**config.mk**
```make
export PLATFORM = sky130hd
export DESIGN_NAME = vec_csr_ctrl
export DESIGN_NICKNAME = d
export VERILOG_FILES = /design/src/rtl/vec_csr_ctrl.sv
export SDC_FILE = /design/constraint.sdc
export NUM_CORES = 1
export LEC_CHECK = 0
export BUFFER_PORTS_ARGS = -buffer_cell sky130_fd_sc_hd__buf_2
export CAP_MARGIN = 20
export CORE_MARGIN = 10
export CORE_UTILIZATION = 25
export DETAILED_ROUTE_END_ITERATION = 12
export GPL_ROUTABILITY_DRIVEN = 0
export PLACE_DENSITY = 0.45
export SLEW_MARGIN = 20
export SYNTH_ARGS = -nofsm -noshare
export SYNTH_HDL_FRONTEND = slang
export SYNTH_SLANG_ARGS = --single-unit
```
**constraint.sdc**
```tcl
create_clock -name clk -period 8.2 [get_ports clk]
set_clock_uncertainty 0.05 [all_clocks]
set_input_delay 0.82 -clock clk [delete_from_list [all_inputs] [get_ports clk]]
set_output_delay 0.82 -clock clk [all_outputs]
set_load 0.1 [all_outputs]
```
**src/rtl/vec_csr_ctrl.sv**
```systemverilog
// Vector configuration controller: executes vsetvli/vsetivli/vsetvl, tracks vl/vtype
// and returns the new vl to the scalar core once the vector datapath has drained.
module vec_csr_ctrl #(
    parameter int XLEN = 32,
    parameter int VLEN = 512,
    parameter int ELEN = 32
) (
    input  logic                      clk,
    input  logic                      rst,
    input  logic                      inst_valid_i,
    output logic                      inst_ready_o,
    input  logic [XLEN-1:0]           vec_inst_i,
    input  logic [XLEN-1:0]           rs1_i,
    input  logic [XLEN-1:0]           rs2_i,
    input  logic                      vec_busy_i,
    output logic                      rd_wr_en_o,
    output logic [4:0]                rd_addr_o,
    output logic [XLEN-1:0]           rd_data_o,
    output logic [$clog2(VLEN):0]     vl_o,
    output logic [XLEN-1:0]           vtype_o,
    output logic                      cfg_update_o,
    output logic                      err_o
);
    localparam int VW      = $clog2(VLEN) + 1;
    localparam int VTW     = XLEN - 1;
    localparam int CW      = (XLEN > VW) ? XLEN : VW;
    localparam int SEW_MAX = $clog2(ELEN / 8);

    typedef enum logic [1:0] {IDLE, DRAIN, EXEC, RESP} state_t;

    state_t          state_q, state_d;
    logic [16:0]     hi_q;      // instruction bits [31:15]
    logic [4:0]      rd_q;
    logic [XLEN-1:0] rs1_q;
    logic [VTW-1:0]  rs2_q;     // vtype[XLEN-1] is never consumed
    logic [VW-1:0]   vl_q, vl_d;
    logic [XLEN-1:0] vtype_q, vtype_d;
    logic            err_q;

    logic            is_cfg, handshake;
    logic [VTW-1:0]  vt;
    logic [2:0]      vsew, vlmul;
    logic [VW-1:0]   base, vlmax, vl_new;
    logic [XLEN-1:0] avl;
    logic            illegal;

    // Config = OP-V/funct3=111 and one of the three recognised encodings in [31:25].
    assign is_cfg = (vec_inst_i[6:0] == 7'h57) && (vec_inst_i[14:12] == 3'b111) &&
                    (!vec_inst_i[31] || vec_inst_i[30] || (vec_inst_i[31:25] == 7'b1000000));
    assign inst_ready_o = (state_q == IDLE) && !rst;
    assign handshake    = inst_valid_i && inst_ready_o;

    always_comb begin
        if (!hi_q[16])
            vt = VTW'(hi_q[15:5]);
        else if (hi_q[15])
            vt = VTW'(hi_q[14:5]);
        else
            vt = rs2_q;
        vsew  = vt[5:3];
        vlmul = vt[2:0];
        base  = VW'(VLEN) >> (4'd3 + {1'b0, vsew});
        if (!vlmul[2])
            vlmax = base << vlmul;
        else
            vlmax = base >> (4'd8 - {1'b0, vlmul});

        if (hi_q[16] && hi_q[15])
            avl = XLEN'(hi_q[4:0]);
        else if (hi_q[4:0] != 5'd0)
            avl = rs1_q;
        else if (rd_q != 5'd0)
            avl = XLEN'(vlmax);
        else
            avl = XLEN'(vl_q);

        illegal = (32'(vsew) > SEW_MAX) || (vlmul == 3'b100) ||
                  (|vt[VTW-1:8]) || (vlmax == '0);
        // Full-width compare so large AVLs saturate instead of wrapping.
        vl_new  = (CW'(avl) < CW'(vlmax)) ? VW'(avl) : vlmax;
        vl_d    = illegal ? '0 : vl_new;
        vtype_d = illegal ? {1'b1, {VTW{1'b0}}} : {1'b0, vt};
    end

    always_comb begin
        state_d = state_q;
        case (state_q)
            IDLE:    if (handshake && is_cfg) state_d = DRAIN;
            DRAIN:   if (!vec_busy_i) state_d = EXEC;
            EXEC:    state_d = RESP;
            RESP:    state_d = IDLE;
            default: state_d = IDLE;
        endcase
    end

    always_ff @(posedge clk) begin
        if (rst)
            state_q <= IDLE;
        else
            state_q <= state_d;
    end

    always_ff @(posedge clk) begin
        if (rst) begin
            hi_q    <= '0;
            rd_q    <= '0;
            rs1_q   <= '0;
            rs2_q   <= '0;
            vl_q    <= '0;
            vtype_q <= {1'b1, {VTW{1'b0}}};
            err_q   <= 1'b0;
        end else begin
            err_q <= handshake && !is_cfg;
            if (handshake && is_cfg) begin
                hi_q  <= vec_inst_i[31:15];
                rd_q  <= vec_inst_i[11:7];
                rs1_q <= rs1_i;
                rs2_q <= rs2_i[VTW-1:0];
            end
            if (state_q == EXEC) begin
                vl_q    <= vl_d;
                vtype_q <= vtype_d;
            end
        end
    end

    assign cfg_update_o = (state_q == RESP);
    assign rd_wr_en_o   = (state_q == RESP) && (rd_q != 5'd0);
    assign rd_addr_o    = (state_q == RESP) ? rd_q : 5'd0;
    assign rd_data_o    = (state_q == RESP) ? XLEN'(vl_q) : '0;
    assign vl_o         = vl_q;
    assign vtype_o      = vtype_q;
    assign err_o        = err_q;
endmodule

```
-- Word-level counts from Yosys, hierarchy flattened
Cells that the tools add are included.
- reductions and logical operators: 22
- eq/ne operators: 9
- divide/modulo/power cells: 0
- shifts and indexed selects: 3
- multiply operators: 0
- add/subtract/negate cells: 2
- magnitude comparators: 2
- mux-type cells: 14
- bitwise gates (word level): 0
- operators with widths (kind ; number):
    2-to-1 mux 32 bit ; 3
    2-to-1 mux 31 bit ; 2
    2-to-1 mux 10 bit ; 5
    < comparator 32 x 10 -> 1 bit ; 1
    OR reduction 23 bit ; 1
    == test 7 bit (second input constant) ; 2
    logical NOT 10 bit ; 1
    nonzero test 5 bit ; 2
    left shift 10 x 3 -> 10 bit ; 1
    >> shifter 10 x 4 -> 10 bit ; 1
    >> shifter 10 x 4 -> 10 bit (first input constant) ; 1
    logical AND 1 bit ; 8
    case mux 2 bit (4 select lines) ; 1
    == test 3 bit (second input constant) ; 2
    logical OR 1 bit ; 5
    2-to-1 mux 5 bit ; 1
    adder 2 x 3 -> 4 bit (first input constant) ; 1
    == test 2 bit (second input constant) ; 2
    2-to-1 mux 2 bit ; 2
    subtractor 4 x 3 -> 4 bit (first input constant) ; 1
    > comparator 3 x 2 -> 1 bit (second input constant) ; 1
    logical NOT 1 bit ; 3
    == test 2 x 1 -> 1 bit (second input constant) ; 1
    logical NOT 2 bit ; 1
    other kinds (3) ; 3
- register bits after elaboration: 130
- word-level logic and storage cells: 60
- output and inout bits: 83
- memories kept: 0
- bits in read-only memories: 0
- latch bits: 0
- memory bits (writable): 0
- bits of input ports: 100

-- Logic depth before layout (Yosys ltp)
- depth after elaboration: 12
- gate-level depth with buffers: 23

-- Worst setup path before layout
OpenSTA, ideal clock, no wires.
- kind: register to register
- from: register hi_q[15]
- to: register vl_q[9], in the netlist vl_o[9]
- setup time: 131 ps
- stages on the path, launching flop included: 23
- clock period less this slack: 4610 ps
- arrival: 4429 ps
- slack: 3590 ps
- buffers on the path: 4
- data required time: 8019 ps
- cell sequence: dfxtp_1 > nand2b_1 > buf_4 > buf_6 > mux2_2 > inv_1 > ha_1 > ha_1 > clkbuf_1 > a41oi_1 > a31oi_1 > nand3_1 > a21oi_1 > ha_1 > a21o_1 > a211o_1 > or4_1 > nand4b_1 > o21bai_1 > a31o_2 > buf_6 > mux2i_1 > o21ai_1
- longest elaborated chain between the ends: 12
- elaborated cells between the ends (all ways): 22
- classes of those cells: 2 x add/sub; 2 x order compare; 1 x eq/ne; 3 x shift; 8 x mux; 6 x reduce/logical
- ends and longest elaborated chain (element ; RTL line ; RTL):
    from (decl) ; 32 ; logic [16:0] hi_q;
    from (signal assigned) ; 115 ; hi_q <= vec_inst_i[31:15];
    2-to-1 mux 31 bit ; 56 ; else if (hi_q[15])
    2-to-1 mux 31 bit ; 54 ; if (!hi_q[16])
    adder 2 x 3 -> 4 bit ; 62 ; base = VW'(VLEN) >> (4'd3 + {1'b0, vsew});
    >> shifter 10 x 4 -> 10 bit ; 62 ;
    >> shifter 10 x 4 -> 10 bit or left shift 10 x 3 -> 10 bit (tied branches) ; 66, 64 ;
    2-to-1 mux 10 bit ; 63 ; if (!vlmul[2])
    2-to-1 mux 10 bit ; 72 ; else if (rd_q != 5'd0)
    2-to-1 mux 32 bit ; 70 ; else if (hi_q[4:0] != 5'd0)
    2-to-1 mux 32 bit ; 68 ; if (hi_q[16] && hi_q[15])
    < comparator 32 x 10 -> 1 bit ; 80 ; vl_new = (CW'(avl) < CW'(vlmax)) ? VW'(avl) : vlmax;
    2-to-1 mux 10 bit ; 80 ;
    2-to-1 mux 10 bit (*) ; 81 ; vl_d = illegal ? '0 : vl_new;
    to (signal assigned) ; 121 ; vl_q <= vl_d;
    to (decl) ; 36 ; logic [VW-1:0] vl_q, vl_d;
Every way passes the cells marked *; elsewhere a longest branch is shown, timed or not.
A chain may end at the register's enable or synchronous reset.

-- Worst setup path after layout
Same ends and word-level chain as after synthesis.

==> metrics list <==
- In the final layout, flip-flops and latches occupy 2603 sq um.
- After detailed routing, the number of remaining DRC violations is 0.
* Number of cell rows: 57
* YS warnings: 0
* Count of port buffers added during placement: 159
* H-tree depth reported by CTS: 4
- Min Clock Period, post-route: 6.085 ns
- For the pin with the worst max-slew slack, the measured transition is 0.9562 ns.
- Critical path endpoint category: flop
- Among all flip-flop cells after synthesis, the most frequent one is dfxtp_1.
- The number of antenna violations at the first check in global routing came to 2.
- Headroom to the max-slew limit came out at 0.3626.
* TritonCTS sink count: 130
- Including well taps, the total number of placed cells is 1,233.
- The worst hold path passes through 2 cells.
- Summed over all failing endpoints, the final setup total negative slack is 0 ns.
- Across every metal layer, demand over resource in global routing totals 0.1234.
- Clk pin slew, worst setup/hold paths: 0.06 ns
- Post-CTS setup-driven buffer insertion count: 0
- Gates resized during post-CTS repair numbered 0.
- The number of max-slew violations in the final report was 0.
- The pre-antenna-repair detailed-routing pass consisted of 7 iterations.
- TritonCTS built the clock tree.
* Final Instance Area: 7850 sq um
- Sequential cell area fraction in the yosys report: 0.4143
- #FFs+latches synth: 130
* Final setup vio count: 0
* Proportion of register bits with asynchronous set or reset after synthesis: 0
* Type of origin of the critical path: flop
- In this run the worst path has a maximum fanout of 16.
- Max capacitance violation total: 0
- Entering global routing, the biggest net connects 88 pins.
* P&R area growth vs syn: 24.96%
* Synth Cell Area: 6282 sq um
- Final hold vios: 0
- Cells taking the most area after synthesis: dfxtp_1 (41%), nand2_1 (13%), a21oi_1 (8.0%), and2_1 (4.9%), ha_1 (3.2%)
* Power density over the cells: 198.3 nW/um^2
- Setup repair after global routing left no endpoint under its margin.
- Die Footprint: 31,870 sq um
- Min-Delay Path Class: reg -> reg
* Detailed router's first-iteration violation count: 240
- The worst setup path is of the reg -> reg kind.
* Multi-input gate area: 3327 sq um
- The initial utilization of the core area, before any placement, comes to 0.2561.
- Clk Latency, worst-skew pair: 0.42 ns
- Filler cell count in the final layout: 2,744
* Worst-case vdd ir drop: 0.0001126 V
- The detailed router placed 5,696 vias in this run.
* Share of cells above drive strength 1: 0.2359
- nand2_1 is the most common cell in the netlist.
- After detailed routing, the average wire length per cell comes to 15.84 microns.
* Reg2reg path depth: 18
- The number of clock buffers added by TritonCTS is 17.
- First-pass GRT wire length: 30,990 microns
* Most numerous cell types in the synthesized netlist: nand2_1 (210), dfxtp_1 (130), a21oi_1 (101)
* Half-perimeter wire length after detailed placement: 14,830 microns
* Signal arrival time at the worst endpoint: 6.31 ns
* Period Utilization, post-route: 0.7421
* Sum of overflow across all layers after global routing: 0
- Run status: complete, no violations
- In this run the static leakage power is 3.185 nW.
- Vias in the first global route: 5,538
- Count of non-filler cells in the finished layout: 1,268
* Max Buffers Root-to-Sink: 2
* Placeable Area: 24,530 sq um
- The synthesized design contains 0 enable-type register cells.
- From left edge to right edge, the die measures 178.5 microns.
* Via count normalized by instance count: 4.492
- The floorplan step set the die height to 178.5 microns.
* CTS root buffer: clkbuf_16
- The biggest area contributor in the post-synthesis netlist is dfxtp_1.
- Total wirelength of the detailed-routed design: 20,090 microns
* Required time at the endpoint of the critical path: 8.42 ns
- Maximum clock frequency: 164.3 MHz
* Cell count after synthesis: 792
- Number of placed I/O pins: 183
- Of the post-synthesis cell area, the dominant cell type holds 0.4143.
- Number of nets at the end of the flow: 1,044
* Antenna viol nets, final: 0
- Count of distinct cell types in the synthesized netlist: 64
- After clock tree synthesis, the flow added hold-fix buffers numbering 0.
- Per-instance average area after synthesis: 7.932 sq um
* Total cell area at the placement stage: 7246 sq um
[cells in the final DEF, fill, tap and decap left out, types with 4 or more instances in the layout]
cell and n:
a21oi_1 101, a31o_2 5, a31oi_1 6, and2_1 49, buf_2 159, buf_4 6
clkbuf_1 4, clkbuf_16 17, conb_1 22, dfxtp_1 130, ha_1 16, inv_1 17
mux2_2 4, mux2i_1 16, nand2_1 210, nand3_1 5, nand4_1 4, nor2_1 31
nor3_1 5, nor4_1 13, nor4bb_1 4, o211ai_1 4, o21ai_0 14, o21ai_1 10
o22ai_1 5, o31ai_1 7, or4_1 5
[worst paths after layout]
check,from,to,slack (ns)
worst min-delay path,vtype_o[1]$_SDFFE_PP0P_,vtype_o[1]$_SDFFE_PP0P_,0.40
worst max register to register,hi_q[15]$_SDFFE_PP0P_,vl_o[9]$_SDFFE_PP0P_,2.11
worst max-delay path,hi_q[15]$_SDFFE_PP0P_,vl_o[9]$_SDFFE_PP0P_,2.11
worst min register to register,vtype_o[1]$_SDFFE_PP0P_,vtype_o[1]$_SDFFE_PP0P_,0.40
[state kept, by name, indices dropped and copies added, names as in the netlist]
name,count
rs2_q,31
rd_q,5
hi_q,17
rs1_q,32
state_q,2
err_o,1
vl_o,10
vtype_o,32
[logic make-up (layout without fill, tap and decap cells)]
logic type,Yosys count,count (layout),share of synthesized area
flip-flops,130,130,0.4143
buffers and inverters,87,215,0.07030
AO/OA/AOI/OAI,183,183,0.1773
AND/OR/NAND/NOR,351,351,0.2649
multiplexers,23,23,0.03943
other,1,25,0.0005969
XOR/XNOR,1,1,0.001394
adder cells (fa/ha/maj),16,16,0.03187
[cell type report]
| class | instances | share of cell area |
|---|---|---|
| diodes | 3 | 0.0009563 |
| clock buffers | 23 | 0.05961 |
| clock inverters | 9 | 0.01642 |
| inverters | 18 | 0.008926 |
| multi-input cells | 596 | 0.4238 |
| flip-flops and latches | 130 | 0.3315 |
| well taps | 324 | 0.05164 |
| repair buffers | 165 | 0.1071 |
[per-layer routing]
layer	track usage	wire length, microns	vias to the layer above
met5	0	0	-
met4	0.03996	294	0
met2	0.1973	9525	126
li1	-	-	2951
met1	0.1570	9196	2599
met3	0.03446	1072	20
[power breakdown]
part | total, W | internal (W) | switching (W)
registers | 0.000639 | 0.000635 | 0.00000329
logic | 0.000131 | 0.0000297 | 0.000102
clock network | 0.000786 | 0.000494 | 0.000292
[worst max-delay path: stages, from the launching register on]
cell	delay, ns
dfxtp_1	0.53
nand2b_1	0.52
buf_4	0.34
mux2i_2	0.71
inv_1	0.20
ha_1	0.49
a41oi_1	0.16
a31oi_1	0.27
nand3_1	0.12
a21oi_1	0.18
ha_1	0.27
a21o_1	0.16
a211o_1	0.30
or4_1	0.47
nand4b_1	0.23
o21bai_1	0.19
a31o_2	0.38
mux2i_1	0.29
o21ai_1	0.08
[metrics by stage]
step | util | hold slack (ns) | worst slack [ns] | power (W)
CTS | 0.3197 | 0.4011 | 2.189 | 0.001582
floorplan | - | 0.3808 | 3.590 | 0.0007545
finish | 0.3200 | 0.3964 | 2.115 | 0.001557
global route | 0.3198 | 0.4111 | 1.641 | 0.001619
detailed placement | 0.2953 | 0.3881 | 2.225 | 0.0007849
global placement | 0.2953 | 0.3822 | 2.204 | 0.0007846
Power figures use the tool's default switching activity.
